**src/rtl/flag_unit.sv**
```systemverilog
// rtl/flag_unit.sv - NZCV flag register with EX-to-ID forwarding, branch resolve and taken counter
module flag_unit #(
    parameter int CNT_W = 16
) (
    input  logic             clk,
    input  logic             reset,
    input  logic [3:0]       ex_flags,
    input  logic             ex_set_flags,
    input  logic             ex_valid,
    input  logic             stall,
    input  logic             flush,
    input  logic [3:0]       br_cond,
    input  logic             br_is_bcond,
    input  logic             br_is_cbz,
    input  logic             br_is_cbnz,
    input  logic             reg_zero,
    output logic [3:0]       flags_q,
    output logic [3:0]       flags_eff,
    output logic             br_taken,
    output logic             br_conflict,
    output logic [CNT_W-1:0] taken_cnt
);

    localparam logic [CNT_W-1:0] CNT_MAX = {CNT_W{1'b1}};

    logic       ex_writes;
    logic       wr_en;
    logic       flag_n, flag_z, flag_v, flag_c;
    logic       cond_true;
    logic [1:0] br_type_cnt;
    logic       br_hit;

    // Forwarding ignores stall: a held EX instruction's flags are still the newest.
    assign ex_writes = ex_valid & ex_set_flags & ~flush;
    assign wr_en     = ex_writes & ~stall;
    assign flags_eff = ex_writes ? ex_flags : flags_q;

    assign flag_n = flags_eff[3];
    assign flag_z = flags_eff[2];
    assign flag_v = flags_eff[1];
    assign flag_c = flags_eff[0];

    always_comb begin
        cond_true = 1'b0;
        case (br_cond)
            4'h0:    cond_true = flag_z;
            4'h1:    cond_true = ~flag_z;
            4'h2:    cond_true = flag_c;
            4'h3:    cond_true = ~flag_c;
            4'h4:    cond_true = flag_n;
            4'h5:    cond_true = ~flag_n;
            4'h6:    cond_true = flag_v;
            4'h7:    cond_true = ~flag_v;
            4'h8:    cond_true = flag_c & ~flag_z;
            4'h9:    cond_true = ~flag_c | flag_z;
            4'hA:    cond_true = (flag_n == flag_v);
            4'hB:    cond_true = (flag_n != flag_v);
            4'hC:    cond_true = ~flag_z & (flag_n == flag_v);
            4'hD:    cond_true = flag_z | (flag_n != flag_v);
            default: cond_true = 1'b1;
        endcase
    end

    assign br_type_cnt = {1'b0, br_is_bcond} + {1'b0, br_is_cbz} + {1'b0, br_is_cbnz};
    assign br_conflict = (br_type_cnt >= 2'd2);

    assign br_hit = (br_is_bcond & cond_true)
                  | (br_is_cbz   & reg_zero)
                  | (br_is_cbnz  & ~reg_zero);
    assign br_taken = br_hit & ~br_conflict;

    always_ff @(posedge clk or posedge reset) begin
        if (reset) begin
            flags_q <= 4'b0000;
        end else if (wr_en) begin
            flags_q <= ex_flags;
        end
    end

    // Counter sticks at all-ones instead of wrapping.
    always_ff @(posedge clk or posedge reset) begin
        if (reset) begin
            taken_cnt <= '0;
        end else if (br_taken && !stall && taken_cnt != CNT_MAX) begin
            taken_cnt <= taken_cnt + 1'b1;
        end
    end

endmodule

```
**config.mk**
```make
export PLATFORM = sky130hd
export DESIGN_NAME = flag_unit
export DESIGN_NICKNAME = d
export VERILOG_FILES = /design/src/rtl/flag_unit.sv
export SDC_FILE = /design/constraint.sdc
export NUM_CORES = 1
export LEC_CHECK = 0
export BUFFER_PORTS_ARGS = -buffer_cell sky130_fd_sc_hd__buf_2
export CAP_MARGIN = 10
export CORE_ASPECT_RATIO = 1.75
export CORE_MARGIN = 3
export CORE_UTILIZATION = 50
export DETAILED_ROUTE_END_ITERATION = 7
export PLACE_DENSITY_LB_ADDON = 0.25
export SLEW_MARGIN = 20
export SYNTH_ARGS = -nofsm -noshare
export SYNTH_HDL_FRONTEND = slang
export SYNTH_SLANG_ARGS = --single-unit
```
**constraint.sdc**
```tcl
create_clock -name clk -period 2.65 [get_ports clk]
set_input_delay 0.53 -clock clk [delete_from_list [all_inputs] [get_ports clk]]
set_output_delay 0.53 -clock clk [all_outputs]
set_load 0.01 [all_outputs]
```
[Word-level counts from Yosys, hierarchy flattened]
Cells that the tools add are included.
Storage, ports and cells
  bits in registers: 20
  input bits: 18
  output and inout port bits: 26
  word-level logic and storage cells: 49
Cells by class
  $add $sub $neg: 3
  magnitude comparators: 1
  equality and inequality tests: 16
  muxes and demuxes: 2
  bitwise logic cells: 21
  reduce and logical (&&, ||, !) cells: 4
Operators by type and width (count)
  $eq 4x4->1 const B: 6
  $add 16x1->16 const B: 1
  $eq 4x3->1 const B: 4
  $ne 16x16->1 const B: 1
  $pmux 1 s14: 1
  $and 1x1->1: 9
  $eq 4x2->1 const B: 2
  $not 1->1: 8
  $eq 4x1->1 const B: 1
  $logic_not 4->1: 1
  $mux 4: 1
  $or 1x1->1: 4
  $add 1x1->2: 1
  $add 2x1->2: 1
  $ge 2x2->1 const B: 1
  $logic_and 1x1->1: 2
  $eq 1x1->1: 1
  $logic_not 1->1: 1
  $ne 1x1->1: 1

[Logic depth before layout (Yosys ltp)]
Gate-level depths: netlist (run 1).
  word-level depth: 12
  mapped depth: 9
  depth with buffers taken out: 8

[Worst setup path before layout (run 1)]
No wires, ideal clock.
  path kind: in2out
  start point: input port br_cond[1]
  end point: output port br_taken
  data arrival time: 2.025 ns
  data required time: 2.120 ns
  slack: 0.095 ns
  stages: 9
  path buffers: 2
  cell sequence: buf_6 inv_2 mux4_2 a221o_1 o21ai_2 o211ai_2 buf_6 nor2_1 nor2_1
On the way
  word-level cells in the longest chain between the ends: 6
  elaborated cells on any way between the ends: 19
  those cells by class: eq/ne (13); mux (1); bitwise (4); reduce/logical (1)
Ends and longest elaborated chain
  start: declaration: RTL line 12  | input logic [3:0] br_cond,
  $eq 4x4->1, or another cell as far along: RTL line 45  | case (br_cond)
  $pmux 1 s14 (*): RTL line 45
  $and 1x1->1 (*): RTL line 67  | assign br_hit = (br_is_bcond & cond_true)
  $or 1x1->1 (*): RTL line 68  | | (br_is_cbz & reg_zero)
  $or 1x1->1 (*): RTL line 69  | | (br_is_cbnz & ~reg_zero);
  $and 1x1->1 (*): RTL line 70  | assign br_taken = br_hit & ~br_conflict;
  end: declaration: RTL line 19  | output logic br_taken,
Every way passes the cells marked *; elsewhere a longest branch is shown, timed or not.

[Final worst setup path (run 1)]
  start point: input port flush
  end point: output port br_taken
On the way
  word-level cells in the longest chain between the ends: 10
  elaborated cells on any way between the ends: 18
  those cells by class: eq/ne (2); mux (2); bitwise (14)
Ends and longest elaborated chain
  start: declaration: RTL line 11  | input logic flush,
  $not 1->1 (*): RTL line 34  | assign ex_writes = ex_valid & ex_set_flags & ~flush;
  $and 1x1->1 (*): RTL line 34
  $mux 4 (*): RTL line 36  | assign flags_eff = ex_writes ? ex_flags : flags_q;
  $ne 1x1->1, or another cell as far along: RTL line 57, 59
  $or 1x1->1, or another cell as far along: RTL line 59  | 4'hD: cond_true = flag_z | (flag_n != flag_v);
  $pmux 1 s14 (*): RTL line 45
  $and 1x1->1 (*): RTL line 67
  $or 1x1->1 (*): RTL line 68
  $or 1x1->1 (*): RTL line 69
  $and 1x1->1 (*): RTL line 70
Marks and branches as above.

==> results of run 1 <==
## cell type report
| type | instances | area (um2) |
|---|---|---|
| Fill cell | 224 | 893.4 |
| Multi-Input combinational cell | 111 | 880.8 |
| Sequential cell | 20 | 500.5 |
| Timing Repair Buffer | 58 | 327.8 |
| Clock buffer | 4 | 55.05 |
| Tap cell | 27 | 33.78 |
| Inverter | 8 | 30.03 |
## routing by layer
metal  track usage  up-vias
met2        0.4227       49
met5             0        -
met1        0.2523      628
met4       0.08587        0
met3       0.02347        6
li1              -      643
## cell usage after synthesis, types with 2 or more instances
master     instances
ha_1               2
nor4_1             2
mux2_1             2
mux2_2             7
o21ai_1            3
xnor2_1            9
o2111ai_2          2
nor2_1            13
nand3_1            7
nand4_1            3
xor2_1             7
a21oi_1            3
and3_1             4
buf_2              4
dfrtp_1           20
o211ai_2           6
a211oi_1           3
o22ai_1            2
buf_6              2
inv_1              7
nand2_1           14
mux2i_1            4
## where the power goes
group | switching, mW | internal, mW | leakage [nW]
Combinational | 0.210 | 0.198 | 0.639
Sequential | 0.0617 | 0.356 | 0.258
Clock | 0.100 | 0.132 | 0.0288
Total | 0.372 | 0.686 | 0.925
## path summary, 6_finish.rpt
check | endpoint | slack (ns) | depth (start not counted)
min in group clk | taken_cnt[9] | 0.48 | 1
hold reg to reg | taken_cnt[9] | 0.48 | 1
setup reg to reg | taken_cnt[12] | 0.28 | 8
setup / recovery | br_taken | 0.06 | 9
hold / removal | taken_cnt[15] | 0.39 | 2
max in group asynchronous | taken_cnt[13] | 1.79 | 2
## flip-flops by register name, summed over array words and instances (netlist names)
| name | flops |
|---|---|
| flags_q | 4 |
| taken_cnt | 16 |
## repair_timing
action	CTS	global route
resized for setup	0	2
buffers inserted	0	3
hold endpoints to repair	0	0
setup endpoints to repair	0	1
## per-stage QoR
stage                 util  total power, mW  area, um2  instances  setup WS [ns]
global placement    0.6382           0.8018       1737        221        0.06897
detailed placement  0.6382           0.8119       1737        221        0.03495
finish              0.6717            1.058       1828        228        0.05801
CTS                 0.6584            1.048       1792        225        0.01983
global route        0.6717            1.125       1828        228       -0.07114
floorplan                -           0.6514       1444        146        0.09514
## cell families after synthesis
kind of cell / Yosys count / share of synthesized area
fa+ha+maj: 2 / 0.01733
simple gates: 48 / 0.1655
mux: 14 / 0.1135
buf+inv: 15 / 0.05286
compound gates: 31 / 0.2071
flops: 20 / 0.3466
xor+xnor: 16 / 0.09706
==> out/qor.csv, run 1 <==
stage,metric,value,unit
worst_setup_path,r2r startpoint,flags_q[2],
worst_setup_path,crit end category,primary output,
die,Row Count,25,
sta,Final min period,2.592,ns
worst_setup_path,critical path required time,2.12,ns
clock_tree,Clock transition at path regs,0.07,ns
sta,Worst-Margin Slew,0.7475,ns
detailed_routing,post-route ant nets,0,
sta,Fin. Hold Viols,0,
placement,routability cong.,0.8607,
final_layout,layout cells sized above 1,0.4279,
sta,Final Max Tran Viols,0,
synth,Main synth FF type,dfrtp_1,
power_and_ir_drop,worst vdd ir,0.4129,mV
die,Core ar.,2721,um2
clock_tree,CTS max path bufs,2,
placement,IO Port Bufs,43,
final_layout,ANT cells,0,
sta,Tcrit/Tclk final,0.9781,
synth,Syn Inst Count,146,
detailed_routing,Starting DRT DRC Count,49,
detailed_routing,number of remaining DRC errors,0,
sta,final setup skew,0.0009472,ns
detailed_routing,DRT Pass-1 Iters,5,
synth,"FF+latch count, synth",20,
synth,number of synthesized flops with an enable pin,0,
worst_setup_path,WS Path Type,in2out,
synth,"FFs w/ async S/R, synth",1.000,
worst_setup_path,Worst setup SP type,primary input,
synth,Mapped Nets,166,
die,die width,46.62,um
worst_setup_path,crit-path cells,buf_2 > nand3b_4 > mux2i_1 > o221a_2 > or3_4 > o211ai_4 > nor2_1 > nor2_1 > buf_2,
sta,fmax,385.8,MHz
detailed_routing,wire length on met2,2153,um
outcome,status,finished clean,
clock_tree,hold_buf cts,0,
worst_setup_path,critical path buffer and inverter count,2,
synth,"Distinct cells, synth",42,
synth,largest cells by area after synthesis,"dfrtp_1, mux2_2, xnor2_1",
final_layout,"commonest non-fill, non-tap cell in the layout",buf_2,
die,Initial Util,0.5306,
detailed_routing,Total Wirelength,3755,um
detailed_routing,Vias/cell,5.816,
clock_tree,H-tree lvl count,1,
synth,"Seq/Total Area, Yosys",0.3466,
detailed_routing,routed wl met3,210,um
detailed_routing,met1 wire length,1320,um
sta,Max-slew headroom,0.5011,
worst_setup_path,Worst path max stage delay,0.34,ns
clock_tree,clk root buf,clkbuf_8,
grt,vias in the first global route,1339,
power_and_ir_drop,Pwr Density,578.8,nW/um2
clock_tree,Skew-Pair Late Insertion Delay,0.26,ns
clock_tree,TritonCTS Sinks,20,
synth,top-area cell type share of the netlist area,0.3466,
synth,post-synth top area cell,dfrtp_1,
power_and_ir_drop,Leak,0.9252,nW
grt,global route total overflow,0,
synth,syn avg cell area,9.890,um2
worst_setup_path,Worst path top cell family by delay,simple AND/OR/NAND/NOR gates,
worst_setup_path,CP Launch Point,flush,
sta,RSZ-0062 raised after global routing,true,
die,Die Height,77.09,um
grt,first-pass GRT wire length,6237,um
synth,Syn. warnings,0,
worst_setup_path,CP max stage cell,or3_4,
detailed_routing,Vias,1326,
clock_tree,number of CTS-inserted buffers,3,
final_layout,most frequent cells in the layout,"buf_2, dfrtp_1, buf_4",
synth,Post-Syn Area,1444,um2
die,I/O Pins,44,
sta,hold slack,0.3887,ns
sta,setup tns final,0,ns
die,die area,3594,um2
worst_setup_path,critical-path maximum fanout,7,
final_layout,P&R area growth vs syn,26.60,%
final_layout,Final nets,222,
detailed_routing,per-cell routed wire length,16.47,um
detailed_routing,top layer in use,met4,
grt,gr usage total,0.2307,
grt,largest net degree at the start of global routing,21,
clock_tree,CTS tree,built,
grt,initial antenna violation count,0,
worst_setup_path,"Arr. time, crit path",2.06,ns
flow_run,max cap viols,0,
placement,DP HPWL,2980,um
sta,Final Setup Violations,0,
worst_hold_path,HP Class,in2async,
Note: power is estimated with default switching activity, not from simulation.
==> inputs of run 2 (changes only) <==
CELL_PAD_IN_SITES_DETAIL_PLACEMENT = 1   (was default)
CELL_PAD_IN_SITES_GLOBAL_PLACEMENT = 2   (was default)
CORE_UTILIZATION = 31   (was 50)
==> run 2 against run 1 <==
- critical path depth unchanged
- cell area increased by 4.3%
- count of clock-buffer cells in the layout decreased by 1
- clock skew increased by 0.0027 ns
- setup slack got worse by 0.0035 ns
- global-route usage decreased by 7.8 points
- largest cell class unchanged
- register-to-register slack improved by 0.09 ns
==> out/qor.csv, run 2 (synthesis results as in run 1) <==
stage,metric,value,unit,change
die,Initial Util,0.3249,,-0.2057
detailed_routing,per-cell routed wire length,16.27,um,-1.2%
clock_tree,CTS tree,built,,
final_layout,Largest register FFs,16,,unchanged
power_and_ir_drop,total power,1.149,mW,+8.6%
final_layout,Largest regs,"taken_cnt x16, flags_q x4",,
worst_setup_path,WS Path Type,in2out,,
final_layout,P&R area growth vs syn,32.06,%,
clock_tree,TritonCTS Sinks,20,,unchanged
power_and_ir_drop,Gate power share,0.368,,-0.017
power_and_ir_drop,Switching Share,0.3356,,-0.01582
worst_setup_path,crit-path cells,buf_6 > nand3b_4 > mux2i_4 > o221a_4 > or3_4 > o211ai_2 > nor2_1 > nor2_1 > buf_2,,
worst_setup_path,CP Launch Point,flush,,
final_layout,layout cells sized above 1,0.4378,,+0.009950
die,Core ar.,4444,um2,+63%
sta,setup tns final,0,ns,unchanged
placement,routability cong.,0.7835,,-9.0%
final_layout,post-layout util,0.4291,,-0.2427
sta,Max-slew headroom,0.4937,,-0.007386
sta,Final Max Tran Viols,0,,unchanged
clock_tree,clk root buf,clkbuf_8,,
outcome,status,finished clean,,
power_and_ir_drop,sequential share of power,0.364,,-0.031
worst_setup_path,CP max stage cell,or3_4,,
grt,largest net degree at the start of global routing,21,,unchanged
detailed_routing,number of remaining DRC errors,0,,unchanged
power_and_ir_drop,cell internal pwr,0.7637,mW,+11%
detailed_routing,Vias/cell,5.460,,-6.1%
worst_setup_path,Worst path max stage delay,0.33,ns,about the same
clock_tree,H-tree lvl count,1,,unchanged
die,Die Height,96.29,um,+25%
grt,vias in the first global route,1459,,+9.0%
placement,IO Port Bufs,43,,unchanged
sta,Final Setup Violations,0,,unchanged
power_and_ir_drop,Pwr Density,602.8,nW/um2,+4.1%
sta,Fin. Hold Viols,0,,unchanged
power_and_ir_drop,Clk pwr share,0.267,,+0.047
final_layout,Final nets,222,,unchanged
worst_setup_path,r2r startpoint,flags_q[2],,
worst_hold_path,HP Class,in2async,,
sta,Final min period,2.595,ns,+0.003465 ns
clock_tree,CTS max path bufs,2,,unchanged
power_and_ir_drop,worst vdd ir,0.3000,mV,-27%
grt,gr usage total,0.1530,,-0.07778
clock_tree,number of CTS-inserted buffers,3,,unchanged
sta,Worst-Margin Slew,0.7586,ns,+0.01107 ns
worst_setup_path,critical path required time,2.12,ns,about the same
worst_setup_path,Worst setup SP type,primary input,,
worst_setup_path,crit end category,primary output,,
final_layout,"commonest non-fill, non-tap cell in the layout",buf_2,,
worst_setup_path,most common cell type on the critical path,nor2_1,,
flow_run,max cap viols,0,,unchanged
detailed_routing,Vias,1376,,+3.8%
detailed_routing,Starting DRT DRC Count,25,,-49%
placement,DP HPWL,3305,um,+11%
die,Row Count,32,,+28%
detailed_routing,Total Wirelength,4100,um,+9.2%
final_layout,most frequent cells in the layout,"buf_2, dfrtp_1, buf_4",,
clock_tree,Clock transition at path regs,0.08,ns,about the same
grt,global route total overflow,0,,unchanged
grt,first-pass GRT wire length,6748,um,+8.2%
sta,RSZ-0062 raised after global routing,true,,
sta,fmax,385.3,MHz,-0.13%
worst_setup_path,"Arr. time, crit path",2.07,ns,about the same
die,die area,5545,um2,+54%
sta,Tcrit/Tclk final,0.9794,,+0.001307
detailed_routing,post-route ant nets,0,,unchanged
grt,initial antenna violation count,0,,unchanged
detailed_routing,DRT Pass-1 Iters,4,,-1
worst_setup_path,critical-path maximum fanout,7,,unchanged
power_and_ir_drop,P_sw,0.3857,mW,+3.7%
power_and_ir_drop,Leak,0.9385,nW,+1.4%
final_layout,ANT cells,0,,unchanged
final_layout,largest register by flop count,taken_cnt,,
sta,hold slack,0.3920,ns,+0.003215 ns
die,I/O Pins,44,,unchanged
die,die width,57.59,um,+24%
sta,final setup skew,0.003680,ns,+0.002733 ns
clock_tree,Skew-Pair Late Insertion Delay,0.26,ns,about the same
run 2: cell count changes in the layout (fill, tap and decap cells not counted):
cell and delta:
bufinv_16 +1, o211ai_4 -1, xor2_2 +1, xor2_1 -1, mux2i_4 +1, clkbuf_8 -1, buf_6 +2, o211ai_2 +1
buf_2 -2, o221a_4 +1, mux2i_1 -1, o221a_2 -1
run 2: cell type report:
cell class / instances / area [um2]
clock buffer: 3 / 41.29
multi-input combinational: 111 / 900.9
timing repair buffer: 58 / 340.3
sequential: 20 / 500.5
inverter: 8 / 30.03
tap: 51 / 63.81
fill: 541 / 2537
clock inverter: 1 / 30.03
run 2: worst paths after layout:
path | to | slack (ns) | cells past startpoint
setup reg to reg | taken_cnt[1] | 0.37 | 7
min in group clk | taken_cnt[6] | 0.50 | 1
max in group asynchronous | taken_cnt[1] | 1.79 | 2
setup / recovery | br_taken | 0.05 | 9
hold / removal | taken_cnt[14] | 0.39 | 2
hold reg to reg | taken_cnt[6] | 0.50 | 1
run 2: repair_timing:
item,CTS,global route
hold buffers,0,0
hold endpoints to repair,0,0
resized for setup,0,7
endpoints found under the setup margin,0,1
setup buffers,0,4
run 2: per-layer routing:
metal / wire, um / global-route usage / share of wire
met5: 0 / 0 / 0
met4: 108 / 0.05996 / 0.026
met1: 1550 / 0.1671 / 0.38
met3: 166 / 0.01745 / 0.040
met2: 2274 / 0.2915 / 0.55
run 2: metrics by stage:
step | instance area (um2) | worst slack (ns) | instances
global route | 1907 | -0.02486 | 252
detailed placement | 1759 | 0.06424 | 244
global placement | 1759 | 0.07931 | 244
finish | 1907 | 0.05454 | 252
CTS | 1831 | 0.04988 | 248
floorplan | 1444 | 0.09514 | 146
run 2: power groups by stage:
stage | clock, mW | combinational, mW | sequential, mW
final | 0.307 | 0.423 | 0.419
after global routing | 0.321 | 0.468 | 0.432
after CTS | 0.311 | 0.397 | 0.418
after detailed placement | 0 | 0.394 | 0.425
after global placement | 0 | 0.389 | 0.421
after floorplan | 0 | 0.213 | 0.438
run 2: worst max-delay path: cells and delay by family:
family / cells / cell delay [ns]
mux: 1 / 0.23
buf+inv: 2 / 0.22
compound gates: 2 / 0.39
simple gates: 4 / 0.69
==> inputs of run 3 (changes only) <==
CORE_MARGIN = 4   (was 3)
==> run 3 against run 2 <==
- via count is 0.58% lower
- largest power group unchanged
- worst hold slack improved by 0.017 ns
- global-route usage down 0.83 points
- setup slack worse by 0.025 ns
- register-to-register slack hardly changed
- largest cell class unchanged
- critical endpoint unchanged
- total power is 6.2% lower
==> out/qor.csv, run 3 (synthesis results as in run 1) <==
stage,metric,value,unit,change
grt,gr usage total,0.1447,,-0.008285
detailed_routing,DRT Pass-1 Iters,4,,unchanged
sta,setup ws final,0.02924,ns,-0.02530 ns
detailed_routing,Vias,1368,,-0.58%
final_layout,most frequent cells in the layout,"buf_2, dfrtp_1, buf_4",,
final_layout,Largest regs,"taken_cnt x16, flags_q x4",,
worst_setup_path,Worst setup SP type,primary input,,
sta,Fin. Hold Viols,0,,unchanged
detailed_routing,number of remaining DRC errors,0,,unchanged
detailed_routing,per-cell routed wire length,16.40,um,+0.83%
clock_tree,Clock transition at path regs,0.07,ns,about the same
final_layout,Final nets,222,,unchanged
power_and_ir_drop,Leak,0.9253,nW,-1.4%
power_and_ir_drop,total power,1.078,mW,-6.2%
clock_tree,CTS max path bufs,2,,unchanged
sta,RSZ-0062 raised after global routing,true,,
clock_tree,H-tree lvl count,1,,unchanged
final_layout,"non-filler cells, final",252,,unchanged
placement,IO Port Bufs,43,,unchanged
clock_tree,Skew-Pair Late Insertion Delay,0.25,ns,about the same
worst_setup_path,critical path required time,2.12,ns,about the same
final_layout,layout cells sized above 1,0.4478,,+0.009950
die,Initial Util,0.3249,,unchanged
worst_setup_path,r2r startpoint,flags_q[3],,
grt,largest net degree at the start of global routing,21,,unchanged
sta,fmax,381.6,MHz,-0.97%
clock_tree,CTS tree,built,,
placement,pre-CTS setup slack,0.04201,ns,-0.02222 ns
worst_setup_path,Register-to-Register Path Depth,10,,+3
die,I/O Pins,44,,unchanged
placement,Post-DP Area,1759,um2,unchanged
sta,Tcrit/Tclk final,0.9890,,+0.009548
worst_hold_path,HP Class,in2async,,
grt,global route total overflow,0,,unchanged
sta,Final Max Tran Viols,0,,unchanged
clock_tree,TritonCTS Sinks,20,,unchanged
final_layout,cell area after layout,1894,um2,-0.66%
detailed_routing,Vias/cell,5.429,,-0.58%
sta,Final min period,2.621,ns,+0.02530 ns
power_and_ir_drop,Pwr Density,569.0,nW/um2,-5.6%
final_layout,P&R area growth vs syn,31.20,%,
worst_setup_path,"Arr. time, crit path",2.09,ns,+0.02 ns
die,Row Count,32,,unchanged
clock_tree,number of CTS-inserted buffers,3,,unchanged
grt,initial antenna violation count,0,,unchanged
worst_setup_path,crit end category,primary output,,
die,die width,59.59,um,+3.5%
detailed_routing,Total Wirelength,4134,um,+0.83%
worst_setup_path,WS Path Type,in2out,,
die,Core ar.,4444,um2,unchanged
final_layout,ANT cells,0,,unchanged
detailed_routing,post-route ant nets,0,,unchanged
flow_run,max cap viols,0,,unchanged
sta,final setup skew,0.001774,ns,-0.001906 ns
worst_setup_path,crit path capture,br_taken,,
worst_setup_path,critical-path maximum fanout,7,,unchanged
placement,DP HPWL,3256,um,-1.5%
sta,Max-slew headroom,0.4764,,-0.01735
grt,first-pass GRT wire length,6755,um,+0.10%
grt,vias in the first global route,1387,,-4.9%
die,die area,5857,um2,+5.6%
outcome,status,finished clean,,
clock_tree,clk root buf,clkbuf_8,,
detailed_routing,Starting DRT DRC Count,41,,+64%
sta,Worst-Margin Slew,0.7846,ns,+0.02599 ns
placement,routability cong.,0.8244,,+5.2%
worst_setup_path,Reg-to-Reg End,taken_cnt[14],,
final_layout,largest register by flop count,taken_cnt,,
final_layout,Largest register FFs,16,,unchanged
power_and_ir_drop,worst vdd ir,0.3304,mV,+10%
final_layout,"commonest non-fill, non-tap cell in the layout",buf_2,,
worst_setup_path,FF-to-FF setup slack,0.38,ns,about the same
die,Die Height,98.29,um,+2.1%
worst_setup_path,CP Launch Point,flush,,
sta,Final Setup Violations,0,,unchanged
placement,placed cells,244,,unchanged
==> run 3: cell types whose count changed in the layout (fill, tap and decap cells not counted) <==
| cell | previous run | this run |
|---|---|---|
| a311oi_1 | 1 | 0 |
| mux2i_2 | 0 | 1 |
| mux2i_1 | 3 | 2 |
| bufinv_16 | 1 | 0 |
| clkbuf_8 | 3 | 4 |
| a311oi_2 | 1 | 2 |
| buf_2 | 41 | 42 |
| buf_6 | 2 | 1 |
==> run 3: per-layer routing <==
| layer | track usage | vias to the layer above | part of all wire |
|---|---|---|---|
| met3 | 0.01852 | 4 | 0.052 |
| met5 | 0 | - | 0 |
| met1 | 0.1742 | 685 | 0.39 |
| li1 | - | 638 | - |
| met2 | 0.2586 | 41 | 0.55 |
| met4 | 0.04096 | 0 | 0.011 |
==> run 3: per-stage QoR <==
step	hold WS (ns)	TNS [ns]	utilization
final	0.4088	0	0.4262
after floorplan	0.4938	0	-
after global routing	0.4742	-0.06796	0.4262
after global placement	0.4724	0	0.3958
after CTS	0.4339	0	0.4082
after detailed placement	0.4896	0	0.3958
==> run 3: area by class of cell <==
cell class              count  area (um2)
flip-flops and latches     20       500.5
inverters                   8       30.03
clock buffers               4       55.05
well taps                  51       63.81
multi-input cells         111       910.9
fillers                   534        2550
repair buffers             58       334.1
==> run 3: power breakdown <==
part | total [mW] | switching (mW) | internal (mW) | leakage, nW
Combinational | 0.426 | 0.220 | 0.207 | 0.639
Sequential | 0.423 | 0.0669 | 0.356 | 0.258
Clock | 0.229 | 0.0967 | 0.132 | 0.0288
Total | 1.08 | 0.383 | 0.695 | 0.925
==> run 3: worst min-delay path by stage <==
stage | slack (ns) | cells after the start | end | start
finish | 0.41 | 2 | taken_cnt[6] | reset
global placement | 0.47 | 1 | taken_cnt[9] | taken_cnt[9]
CTS | 0.43 | 2 | taken_cnt[12] | reset
floorplan | 0.49 | 1 | flags_q[0] | reset
global route | 0.47 | 2 | taken_cnt[1] | reset
detailed placement | 0.49 | 1 | taken_cnt[9] | taken_cnt[9]
==> run 3: what timing repair did <==
action | CTS | global route
buffers inserted | 0 | 4
setup endpoints to repair | 0 | 1
resized for setup | 0 | 8
hold buffers | 0 | 0
==> run 3: critical path: stages <==
cell      delay [ns]
buf_6           0.09
nand3b_4        0.21
mux2i_4         0.22
o221a_4         0.31
or3_4           0.33
o211ai_2        0.09
nor2_1          0.06
nor2_1          0.12
buf_2           0.14
